$ cat config.mk
export PLATFORM = sky130hd
export DESIGN_NAME = dmem_port_arbiter
export DESIGN_NICKNAME = d
export VERILOG_FILES = /design/src/rtl/dmem_port_arbiter.sv
export SDC_FILE = /design/constraint.sdc
export NUM_CORES = 1
export LEC_CHECK = 0
export BUFFER_PORTS_ARGS = -buffer_cell sky130_fd_sc_hd__buf_2
export CORE_MARGIN = 5
export CORE_UTILIZATION = 40
export CTS_CLUSTER_DIAMETER = 150
export CTS_CLUSTER_SIZE = 25
export DETAILED_ROUTE_END_ITERATION = 8
export GPL_ROUTABILITY_DRIVEN = 0
export GPL_TIMING_DRIVEN = 0
export PLACE_DENSITY = 0.76
export SLEW_MARGIN = 20
export SYNTH_ARGS = -nofsm -noshare
export SYNTH_HDL_FRONTEND = slang
export SYNTH_SLANG_ARGS = --single-unit
$ cat constraint.sdc
create_clock -name clk -period 3.65 [get_ports clk]
set_input_delay 0.5475 -clock clk [delete_from_list [all_inputs] [get_ports clk]]
set_output_delay 0.5475 -clock clk [all_outputs]
set_load 0.01 [all_outputs]
$ cat src/rtl/dmem_port_arbiter.sv
// =============================================================================
// Module   : dmem_port_arbiter
// Brief    : Shares one data-memory port between two issue pipes at EX/MEM.
//            Conflicts are serialised pipe0-then-pipe1 with a one-cycle stall.
//            Optional: define DMEM_ARB_STATS_EN to add conflict_count output.
// Revision : 1.0 - initial release
// =============================================================================
`default_nettype none

module dmem_port_arbiter #(
    parameter int DATA_WIDTH  = 32,
    parameter int ADDR_WIDTH  = 16,
    parameter int MEM_OP_BITS = 2
) (
    input  logic                   clk,
    input  logic                   reset,
    input  logic                   flush,
    input  logic [MEM_OP_BITS-1:0] req0_mem_op,
    input  logic [ADDR_WIDTH-1:0]  req0_address,
    input  logic [DATA_WIDTH-1:0]  req0_wdata,
    input  logic [MEM_OP_BITS-1:0] req1_mem_op,
    input  logic [ADDR_WIDTH-1:0]  req1_address,
    input  logic [DATA_WIDTH-1:0]  req1_wdata,
    output logic [MEM_OP_BITS-1:0] ram_mem_op,
    output logic [ADDR_WIDTH-1:0]  ram_address,
    output logic [DATA_WIDTH-1:0]  ram_wdata,
    input  logic [DATA_WIDTH-1:0]  ram_rdata,
    output logic [DATA_WIDTH-1:0]  rdata0,
    output logic [DATA_WIDTH-1:0]  rdata1,
    output logic                   stall
`ifdef DMEM_ARB_STATS_EN
    ,
    output logic [15:0]            conflict_count
`endif
);

    localparam logic [MEM_OP_BITS-1:0] c_op_read  = MEM_OP_BITS'(1);
    localparam logic [MEM_OP_BITS-1:0] c_op_write = MEM_OP_BITS'(2);

    localparam logic [0:0] c_st_idle = 1'b0;
    localparam logic [0:0] c_st_hold = 1'b1;

    logic [0:0]             r_state;
    logic [MEM_OP_BITS-1:0] r_h1_op;
    logic [ADDR_WIDTH-1:0]  r_h1_addr;
    logic [DATA_WIDTH-1:0]  r_h1_wdata;
    logic [DATA_WIDTH-1:0]  r_h0_rdata;

    logic w_act0;
    logic w_act1;
    logic w_conflict;

    // The reserved op encoding is deliberately excluded so it never wins the port.
    assign w_act0     = (req0_mem_op == c_op_read) || (req0_mem_op == c_op_write);
    assign w_act1     = (req1_mem_op == c_op_read) || (req1_mem_op == c_op_write);
    assign w_conflict = w_act0 && w_act1;

    always_ff @(posedge clk) begin
        if (!reset) begin
            r_state    <= c_st_idle;
            r_h1_op    <= '0;
            r_h1_addr  <= '0;
            r_h1_wdata <= '0;
            r_h0_rdata <= '0;
        end else begin
            case (r_state)
                c_st_idle: begin
                    if (w_conflict) begin
                        r_h0_rdata <= ram_rdata;
                        r_h1_op    <= req1_mem_op;
                        r_h1_addr  <= req1_address;
                        r_h1_wdata <= req1_wdata;
                        r_state    <= c_st_hold;
                    end
                end
                c_st_hold: r_state <= c_st_idle;
                default:   r_state <= c_st_idle;
            endcase
        end
    end

    always_comb begin
        ram_mem_op  = '0;
        ram_address = '0;
        ram_wdata   = '0;
        rdata0      = '0;
        rdata1      = '0;
        stall       = 1'b0;
        if (reset) begin
            if (r_state == c_st_hold) begin
                // Replay the captured pipe1 access; a flush drops it entirely.
                if (!flush) begin
                    ram_mem_op  = r_h1_op;
                    ram_address = r_h1_addr;
                    ram_wdata   = r_h1_wdata;
                end
                rdata0 = r_h0_rdata;
                rdata1 = ram_rdata;
            end else begin
                if (w_act0) begin
                    ram_mem_op  = req0_mem_op;
                    ram_address = req0_address;
                    ram_wdata   = req0_wdata;
                end else if (w_act1) begin
                    ram_mem_op  = req1_mem_op;
                    ram_address = req1_address;
                    ram_wdata   = req1_wdata;
                end
                if (w_act0 || w_act1) begin
                    rdata0 = ram_rdata;
                    rdata1 = ram_rdata;
                end
                stall = w_conflict;
            end
        end
    end

`ifdef DMEM_ARB_STATS_EN
    logic [15:0] r_conflict_count;

    always_ff @(posedge clk) begin
        if (!reset) begin
            r_conflict_count <= '0;
        end else if ((r_state == c_st_idle) && w_conflict && (r_conflict_count != 16'hFFFF)) begin
            r_conflict_count <= r_conflict_count + 16'd1;
        end
    end

    assign conflict_count = reset ? r_conflict_count : 16'd0;
`endif

endmodule

`default_nettype wire

==> metrics.md, run 1 <==
| Metric | Value |
|---|---|
| Die area | `0.0169 sq mm` |
| Hold Crit Start | `req1_address[12]` |
| Vias | `6096` |
| Post-Syn Area per Cell | `7.59 sq um` |
| CTS tree | `done` |
| Met2 routed WL | `9070 microns` |
| DIE WIDTH | `130 microns` |
| Buffer count from post-CTS setup fixing | `0` |
| Max layer used | `met5` |
| FMAX | `0.291 GHz` |
| Reg2Reg Setup Slack | `2.15 ns` |
| Sequential cell area fraction in the yosys report | `28.8%` |
| Detailed placement HPWL | `14800 microns` |
| Lkg Pwr | `3.47 nW` |
| Synth Flop Type | `dfxtp_1` |
| Slowest cell on crit path | `xor2_1` |
| DRT Wirelength | `19300 microns` |
| Cell mode on critical path | `buf_2` |
| Tightest Hold Check Type | `input port to register` |
| Routed met3 length | `1430 microns` |
| Count leader, synth | `nand2_1` |
| Routed wire per std cell | `15.9 microns` |
| Initial Utilization | `40.2%` |
| Period utilization | `94.2%` |
| PostCTS Resize Cnt | `0` |
| Yosys reg bits | `83` |
| Worst Hold End | `r_h1_addr[12]` |
| Worst setup SP type | `input port` |
| Depth of the worst hold-timing path | `3` |
| Port-buffer cells | `248` |
| Final std cells w/o fill | `1209` |
| Die H | `130 microns` |
| Clock slew seen by the registers of the worst setup and hold paths | `0.06 ns` |
| CP max stage delay | `0.77 ns` |
| Row cnt | `44` |
| Remaining antenna violation count | `0` |
| Critical path arrival | `2.89 ns` |
| Multiplexer area fraction after synthesis | `19.8%` |
| Worst setup EP type | `output pin` |
| Latest clock arrival within the worst-skew pair | `0.35 ns` |
| Io pins | `250` |
| Metal-1 WL | `8210 microns` |
| Slew of the pin with the lowest slew margin | `0.963 ns` |
| PD cells | `367 mW/mm^2` |
| Remaining DRCs | `0` |
| Clk sinks | `83` |
| Global route total overflow | `0` |
| Synth Area in Compound Gates | `13.2%` |
| Final setup fails | `0` |
| Worst IR drop on VDD | `265 uV` |
| Top cells by area, synth | `dfxtp_1, mux2i_1, nand2_1, and2_1, o311a_1` |
| Post-Synth Simple-Gate Area | `28.6%` |
| Worst r2r src | `r_state` |
| Synth Area in XOR/XNOR | `0.152%` |
| Post-synth EDFFs | `0` |
| Post-synthesis adder-cell area fraction | `0.433%` |
| WP data required | `3.10 ns` |
| Crit-path max FO | `10` |
| Clock Tree Root | `clkbuf_16` |
| Vias in the first global route | `5852` |
| Synth warn | `0` |
| Maximum clock insertion buffer count | `2` |
| Reg2Reg Depth | `5` |
| Worst slew margin | `35.6%` |
| Final min period | `3.44 ns` |
| Post-Synthesis Net Count | `898` |
| Fraction of registers with async set/reset | `0%` |
| Global-route wire length before repair | `29700 microns` |
| Hold WS | `0.456 ns` |
| Worst r2r dst | `r_h0_rdata[24]` |
| Post-synth top cells | `nand2_1, mux2i_1, dfxtp_1` |
| Antenna violations before repair | `2` |
| Cell count after placement | `1193` |
| Setup TNS | `0 ns` |
| Synthesized area | `0.00578 sq mm` |
| Clock skew | `0.00613 ns` |
| Fin. Hold Viols | `0` |
| Synth cell types | `22` |
| Cell taking the most area after synthesis | `dfxtp_1` |
| Number of vias per cell | `5.04` |
| Status | `complete, no violations` |
| TritonCTS Buffers | `9` |
| Share of post-route cells with drive strength above 1 | `27.2%` |
| Largest family of logic cells by synthesized area | `simple AND/OR/NAND/NOR gates` |
| Kind of critical path | `input port to output pin` |
| Top cell type's share of synthesized area | `28.8%` |
| Max Transition Viols Final | `0` |
| N_diodes | `0` |
| CP Cell Sequence | `buf_2 -> xor2_1 -> buf_2 -> o21ai_1 -> clkbuf_1 -> nor2_1 -> buf_2` |
| DRT Pass-1 Iters | `7` |
| Syn-to-layout area delta | `30.7%` |
| Unrepaired setup endpoints after global routing | `false` |
| Hold_buf cts | `0` |
| Max-Cap Viols | `0` |
| Synth Instances | `761` |
| Total GRT Usage | `22.1%` |
| Core region area | `0.0144 sq mm` |
| # fillers | `1429` |
| Fin nets | `1157` |
| Largest net degree at the start of global routing | `16` |
| DRT iter0 DRCs | `251` |
| H-Tree Depth | `3` |
## metal layers
| metal | vias up | GRT usage [%] |
|---|---|---|
| met5 | - | 0 |
| met4 | 4 | 7.89 |
| met3 | 32 | 4.83 |
| met2 | 222 | 37.6 |
| met1 | 2768 | 27.5 |
| li1 | 3070 | - |
## per-stage QoR
step                      setup WS (ns)  power [mW]  utilization (%)  area [sq um]
after floorplan                    1.21        1.54                -          5780
after global placement            0.175        1.85             50.4          7250
after detailed placement         0.0803        1.86             50.4          7250
after CTS                        0.0712        2.80             52.6          7550
after global routing             0.0323        2.92             52.6          7550
final                             0.213        2.77             52.6          7550
## layout by cell type, fill, tap and decap left out
| master | netlist | routed |
|---|---|---|
| and2_1 | 82 | 82 |
| nand2b_1 | 1 | 1 |
| nor3b_1 | 48 | 48 |
| buf_1 | 4 | 4 |
| mux2i_1 | 114 | 114 |
| o21ai_0 | 49 | 49 |
| dfxtp_1 | 83 | 83 |
| clkbuf_16 | 0 | 9 |
| a32o_1 | 2 | 2 |
| buf_6 | 6 | 6 |
| buf_4 | 1 | 1 |
| ha_1 | 2 | 2 |
| clkbuf_1 | 56 | 56 |
| o311a_1 | 48 | 48 |
| nand2_1 | 167 | 167 |
| clkinvlp_4 | 0 | 3 |
| inv_1 | 51 | 51 |
| nor2_1 | 35 | 35 |
| nor3b_2 | 1 | 1 |
| o21ai_1 | 1 | 1 |
| a21oi_1 | 1 | 1 |
| bufinv_16 | 0 | 1 |
| o21a_1 | 1 | 1 |
| clkinv_4 | 0 | 3 |
| xor2_1 | 1 | 1 |
| buf_2 | 7 | 255 |
## worst max path at each step
stage / from / endpoint / slack [ns] / cells after the start
3_5_place_dp: req0_mem_op[1] / rdata0[8] / 0.08 / 7
2_1_floorplan: req1_mem_op[0] / ram_address[0] / 1.21 / 6
5_1_grt: req0_mem_op[1] / rdata0[8] / 0.03 / 7
6_report: req0_mem_op[1] / rdata0[8] / 0.21 / 7
3_3_place_gp: req0_mem_op[1] / rdata0[15] / 0.17 / 7
4_1_cts: req0_mem_op[1] / rdata0[8] / 0.07 / 7
## where the power goes
part / leakage (nW) / total, mW / internal, mW / switching (mW)
Sequential: 0.678 / 1.01 / 0.975 / 0.0341
Combinational: 2.66 / 0.827 / 0.362 / 0.465
Clock: 0.138 / 0.936 / 0.534 / 0.402
## worst max-delay path: cells and delay by family
| kind | cells | cell delay, ns |
|---|---|---|
| buffers and inverters | 4 | 1.05 |
| xor gates and xnor gates | 1 | 0.77 |
| AOI/OAI and AO/OA | 1 | 0.30 |
| and+or+nand+nor | 1 | 0.21 |
## layout make-up
cell class | instances | area [sq um] | share of cell area, %
timing repair buffer | 248 | 1240 | 16.4
tap | 184 | 230 | 3.05
sequential | 83 | 1660 | 22.0
clock inverter | 7 | 78.8 | 1.04
clock buffer | 9 | 225 | 2.98
multi-input combinational | 553 | 3590 | 47.5
buffer | 74 | 335 | 4.44
inverter | 51 | 191 | 2.53
## kinds of logic (layout without fill, tap and decap cells)
| kind of cell | count (synthesis) | in the layout |
|---|---|---|
| flip-flops | 83 | 83 |
| XOR/XNOR | 1 | 1 |
| buffers and inverters | 125 | 389 |
| AND/OR/NAND/NOR | 334 | 334 |
| AO/OA/AOI/OAI | 102 | 102 |
| adder cells (fa/ha/maj) | 2 | 2 |
| multiplexers | 114 | 114 |
## registers in the layout (all words and copies together) (netlist names)
name / cells
r_h0_rdata: 32
r_h1_wdata: 32
r_h1_addr: 16
r_h1_op: 2
r_state: 1
(Power assumes the default switching activity.)
==> inputs of run 2 (changes only) <==
CORE_UTILIZATION = 52   (was 40)
PLACE_DENSITY = 0.93   (was 0.76)
SKIP_LAST_GASP = 1   (was not set)
==> metrics.md, run 2 (same netlist as run 1, synthesis figures left out) <==
| Metric | Value |
|---|---|
| Tightest Hold Check Type | `input port to register` |
| Reg2Reg Setup Slack | `2.17 ns` |
| Routed wire per std cell | `15.9 microns` |
| Final Power | `2.54 mW` |
| Fin. Hold Viols | `0` |
| Max-Cap Viols | `0` |
| CP max stage delay | `0.50 ns` |
| Met2 routed WL | `9070 microns` |
| Clock Tree Root | `clkbuf_8` |
| Period utilization | `86.9%` |
| Largest regs | `r_h0_rdata x32, r_h1_wdata x32, r_h1_addr x16` |
| Core region area | `0.0109 sq mm` |
| PnR worst setup slack | `0.479 ns` |
| DRT Pass-1 Iters | `5` |
| Clk sinks | `83` |
| Most frequent cells in the layout | `buf_2, nand2_1, mux2i_1, dfxtp_1, and2_1` |
| Kind of critical path | `input port to output pin` |
| PostCTS Resize Cnt | `0` |
| Buffer count from post-CTS setup fixing | `0` |
| WP data required | `3.10 ns` |
| Unrepaired setup endpoints after global routing | `false` |
| Global route total overflow | `0` |
| Fin nets | `1157` |
| Worst IR drop on VDD | `233 uV` |
| FMAX | `0.315 GHz` |
| DRT Wirelength | `18500 microns` |
| Vias | `6224` |
| Maximum clock insertion buffer count | `2` |
| Worst setup EP type | `output pin` |
| DRT iter0 DRCs | `335` |
| Detailed placement HPWL | `14400 microns` |
| Clock skew | `0.0108 ns` |
| Depth of the worst hold-timing path | `3` |
| Remaining DRCs | `0` |
| Clock slew seen by the registers of the worst setup and hold paths | `0.09 ns` |
| DIE WIDTH | `115 microns` |
| Latest clock arrival within the worst-skew pair | `0.35 ns` |
| Hold WS | `0.444 ns` |
| Worst r2r dst | `r_h0_rdata[30]` |
| Global-route wire length before repair | `28600 microns` |
| Hold_buf cts | `0` |
| Io pins | `250` |
| TritonCTS Buffers | `9` |
| Metal-1 WL | `7590 microns` |
| Critical path arrival | `2.62 ns` |
| Max Transition Viols Final | `0` |
| Worst Hold End | `r_h1_addr[13]` |
| Vias in the first global route | `6035` |
| Slowest cell on crit path | `clkbuf_1` |
| Slew of the pin with the lowest slew margin | `0.713 ns` |
| Worst slew margin | `52.5%` |
| Lkg Pwr | `3.44 nW` |
| Dpl ws | `0.122 ns` |
| Port-buffer cells | `248` |
| Number of vias per cell | `5.33` |
| Largest net degree at the start of global routing | `15` |
| Row cnt | `38` |
| Status | `complete, no violations` |
| Setup TNS | `0 ns` |
| Final min period | `3.17 ns` |
| Post-layout utilization of the core | `68.1%` |
| Worst setup SP type | `input port` |
| Routed met3 length | `1410 microns` |
| CP Cell Sequence | `buf_2 -> inv_1 -> ha_1 -> clkbuf_1 -> clkbuf_1 -> nor3b_1 -> o311a_1 -> buf_2` |
| Die area | `0.0133 sq mm` |
| Reg2Reg Depth | `5` |
| Commonest non-fill, non-tap cell in the layout | `buf_2` |
| Syn-to-layout area delta | `28.4%` |
| Share of post-route cells with drive strength above 1 | `27.3%` |
| PD cells | `343 mW/mm^2` |
| Total GRT Usage | `26.6%` |
| H-Tree Depth | `3` |
| Worst r2r src | `r_state` |
| Final setup fails | `0` |
| Crit-path max FO | `10` |
| CTS tree | `done` |
| Remaining antenna violation count | `0` |
| Initial Utilization | `53.1%` |
| Hold Crit Start | `req1_address[13]` |
| Max layer used | `met5` |
| Die H | `115 microns` |
| Antenna violations before repair | `2` |
==> run 2: cell types whose count changed in the layout (fill, tap and decap cells not counted) <==
cell / before / now
clkbuf_16: 9 / 0
clkbuf_8: 0 / 11
clkinvlp_4: 3 / 2
xor2_2: 0 / 1
inv_6: 0 / 1
xor2_1: 1 / 0
clkinv_2: 0 / 1
diode_2: 0 / 2
clkinv_4: 3 / 0
==> run 2: layer usage <==
layer / GRT usage [%] / vias to the layer above
li1: - / 3067
met1: 32.1 / 2863
met2: 47.5 / 260
met3: 5.00 / 32
met4: 8.61 / 2
met5: 0 / -
==> run 2: how the worst max path moves through the flow <==
stage	startpoint	to	slack, ns	depth (start not counted)
final	req1_mem_op[0]	ram_wdata[24]	0.48	8
after global routing	req1_mem_op[0]	ram_wdata[24]	0.32	8
after CTS	req0_mem_op[1]	rdata0[11]	0.11	7
after detailed placement	req0_mem_op[1]	rdata0[11]	0.12	7
after global placement	req0_mem_op[1]	rdata0[11]	0.13	7
after floorplan	req1_mem_op[0]	ram_address[0]	1.21	6
==> run 2: worst max-delay path, delay by kind of cell <==
kind / cells / cell delay [ns]
buffers and inverters: 5 / 1.24
AND/OR/NAND/NOR: 1 / 0.11
AO/OA/AOI/OAI: 1 / 0.31
adder cells (fa/ha/maj): 1 / 0.41
==> run 2: report_power, final <==
group / switching (mW) / leakage, nW / internal, mW
Sequential: 0.0355 / 0.678 / 0.974
Combinational: 0.461 / 2.66 / 0.362
Clock: 0.353 / 0.102 / 0.355
==> run 2: through the flow <==
step	instance area (sq um)	cells
6_report	7420	1167
5_1_grt	7410	1166
4_1_cts	7400	1165
3_5_place_dp	7190	1149
3_3_place_gp	7190	1149
2_1_floorplan	5780	761
==> run 2: cell type report <==
class | instances | area [sq um]
Antenna cell | 2 | 5.00
Buffer | 74 | 335
Clock buffer | 11 | 151
Clock inverter | 5 | 58.8
Fill cell | 960 | 3470
Inverter | 51 | 191
Multi-Input combinational cell | 553 | 3600
Sequential cell | 83 | 1660
Tap cell | 140 | 175
Timing Repair Buffer | 248 | 1240
==> inputs of run 3 (changes only) <==
CORE_MARGIN = 2   (was 5)
CORE_UTILIZATION = 49   (was 52)
PLACE_DENSITY = 0.89   (was 0.93)
clock period = 3.3 ns   (was 3.65 ns; I/O delays follow)
==> metrics.md, run 3 (same netlist as run 1, synthesis figures left out) <==
| Metric | Value |
|---|---|
| Number of vias per cell | `5.31` |
| Hold_buf cts | `0` |
| Worst slew margin | `54.0%` |
| Lkg Pwr | `3.49 nW` |
| Largest net degree at the start of global routing | `15` |
| Core region area | `0.0115 sq mm` |
| Clock Tree Root | `clkbuf_16` |
| WP data required | `2.80 ns` |
| Syn-to-layout area delta | `30.4%` |
| Period utilization | `93.6%` |
| DRT Pass-1 Iters | `5` |
| Antenna violations before repair | `2` |
| Share of post-route cells with drive strength above 1 | `27.3%` |
| Row cnt | `39` |
| Largest regs | `r_h0_rdata x32, r_h1_wdata x32, r_h1_addr x16` |
| Maximum clock insertion buffer count | `2` |
| Slew of the pin with the lowest slew margin | `0.691 ns` |
| Final min period | `3.09 ns` |
| Hold WS | `0.415 ns` |
| Io pins | `250` |
| Slowest cell on crit path | `clkbuf_1` |
| Vias in the first global route | `5941` |
| Die H | `113 microns` |
| # fillers | `1011` |
| H-Tree Depth | `3` |
| Tightest Hold Check Type | `input port to register` |
| Port-buffer cells | `248` |
| Global route total overflow | `0` |
| CTS tree | `done` |
| Initial Utilization | `50.4%` |
| Unrepaired setup endpoints after global routing | `false` |
| Critical path arrival | `2.60 ns` |
| Latest clock arrival within the worst-skew pair | `0.33 ns` |
| Crit-path max FO | `10` |
| Vias | `6206` |
| Die area | `0.0127 sq mm` |
| Global-route wire length before repair | `28300 microns` |
| Dpl ws | `-0.0352 ns` |
| Max-Cap Viols | `0` |
| Clk sinks | `83` |
| Routed wire per std cell | `15.1 microns` |
| Status | `complete, no violations` |
| Clock skew | `0.00726 ns` |
| Final setup fails | `0` |
| CP max stage delay | `0.48 ns` |
| Clock slew seen by the registers of the worst setup and hold paths | `0.06 ns` |
| CP Cell Sequence | `buf_2 -> inv_1 -> ha_1 -> clkbuf_1 -> clkbuf_1 -> nor3b_1 -> o311a_1 -> buf_2` |
| PD cells | `415 mW/mm^2` |
| Worst setup SP type | `input port` |
| DIE WIDTH | `113 microns` |
| Remaining DRCs | `0` |
| FMAX | `0.324 GHz` |
| DRT Wirelength | `17600 microns` |
| PnR worst setup slack | `0.210 ns` |
| Post-layout utilization of the core | `65.7%` |
| Kind of critical path | `input port to output pin` |
| TritonCTS Buffers | `9` |
| Total GRT Usage | `27.1%` |
| Fin nets | `1157` |
| Worst setup EP type | `output pin` |
| Worst IR drop on VDD | `312 uV` |
| DRT iter0 DRCs | `360` |
| Commonest non-fill, non-tap cell in the layout | `buf_2` |
| Detailed placement HPWL | `13300 microns` |
| Max Transition Viols Final | `0` |
| Remaining antenna violation count | `0` |
| Most frequent cells in the layout | `buf_2, nand2_1, mux2i_1, dfxtp_1, and2_1` |
| Fin. Hold Viols | `0` |
[run 3: what timing repair did]
item / in CTS / in global routing
setup endpoints to repair: 12 / 0
setup buffers: 0 / 0
gates resized for setup: 1 / 0
[run 3: routing by layer]
metal	share of wire, %	vias to the layer above	GRT usage, %
li1	-	3066	-
met4	2.9	2	11.1
met5	0.040	-	0
met1	43	2845	33.7
met2	48	243	46.9
met3	5.6	50	3.78
[run 3: final timing paths]
check                         from  depth (start not counted)            end  slack, ns
setup / recovery    req1_mem_op[0]                          8  ram_wdata[30]       0.21
hold / removal    req1_address[13]                          3  r_h1_addr[13]       0.41
setup reg to reg           r_state                          5   r_h1_addr[8]       1.80
hold reg to reg      r_h1_addr[13]                          2  r_h1_addr[13]       0.46
[run 3: power breakdown]
part | leakage (nW) | switching [mW] | internal, mW | total (mW)
sequential | 0.678 | 0.0377 | 1.08 | 1.12
clock | 0.155 | 0.418 | 0.684 | 1.10
combinational | 2.66 | 0.506 | 0.401 | 0.907
[run 3: metrics by stage]
| stage | cell area, sq um | instances | setup TNS, ns | power [mW] |
|---|---|---|---|---|
| 2_1_floorplan | 5780 | 761 | 0 | 1.71 |
| 3_3_place_gp | 7200 | 1152 | -0.159 | 2.02 |
| 3_5_place_dp | 7200 | 1152 | -0.176 | 2.04 |
| 4_1_cts | 7530 | 1168 | 0 | 3.14 |
| 5_1_grt | 7530 | 1169 | 0 | 3.28 |
| 6_report | 7530 | 1169 | 0 | 3.12 |
[run 3: final cells by class]
cell class | instances | area [sq um] | share of cell area, %
multi-input combinational | 553 | 3600 | 47.7
sequential | 83 | 1660 | 22.1
timing repair buffer | 248 | 1240 | 16.5
buffer | 74 | 335 | 4.45
clock buffer | 10 | 239 | 3.17
inverter | 51 | 191 | 2.54
tap | 143 | 179 | 2.37
clock inverter | 6 | 88.8 | 1.18
antenna | 1 | 2.50 | 0.0332
[run 3: worst max-delay path, delay by kind of cell]
kind / cells / cell delay [ns]
buf+inv: 5 / 1.27
compound gates: 1 / 0.30
fa+ha+maj: 1 / 0.40
simple gates: 1 / 0.12
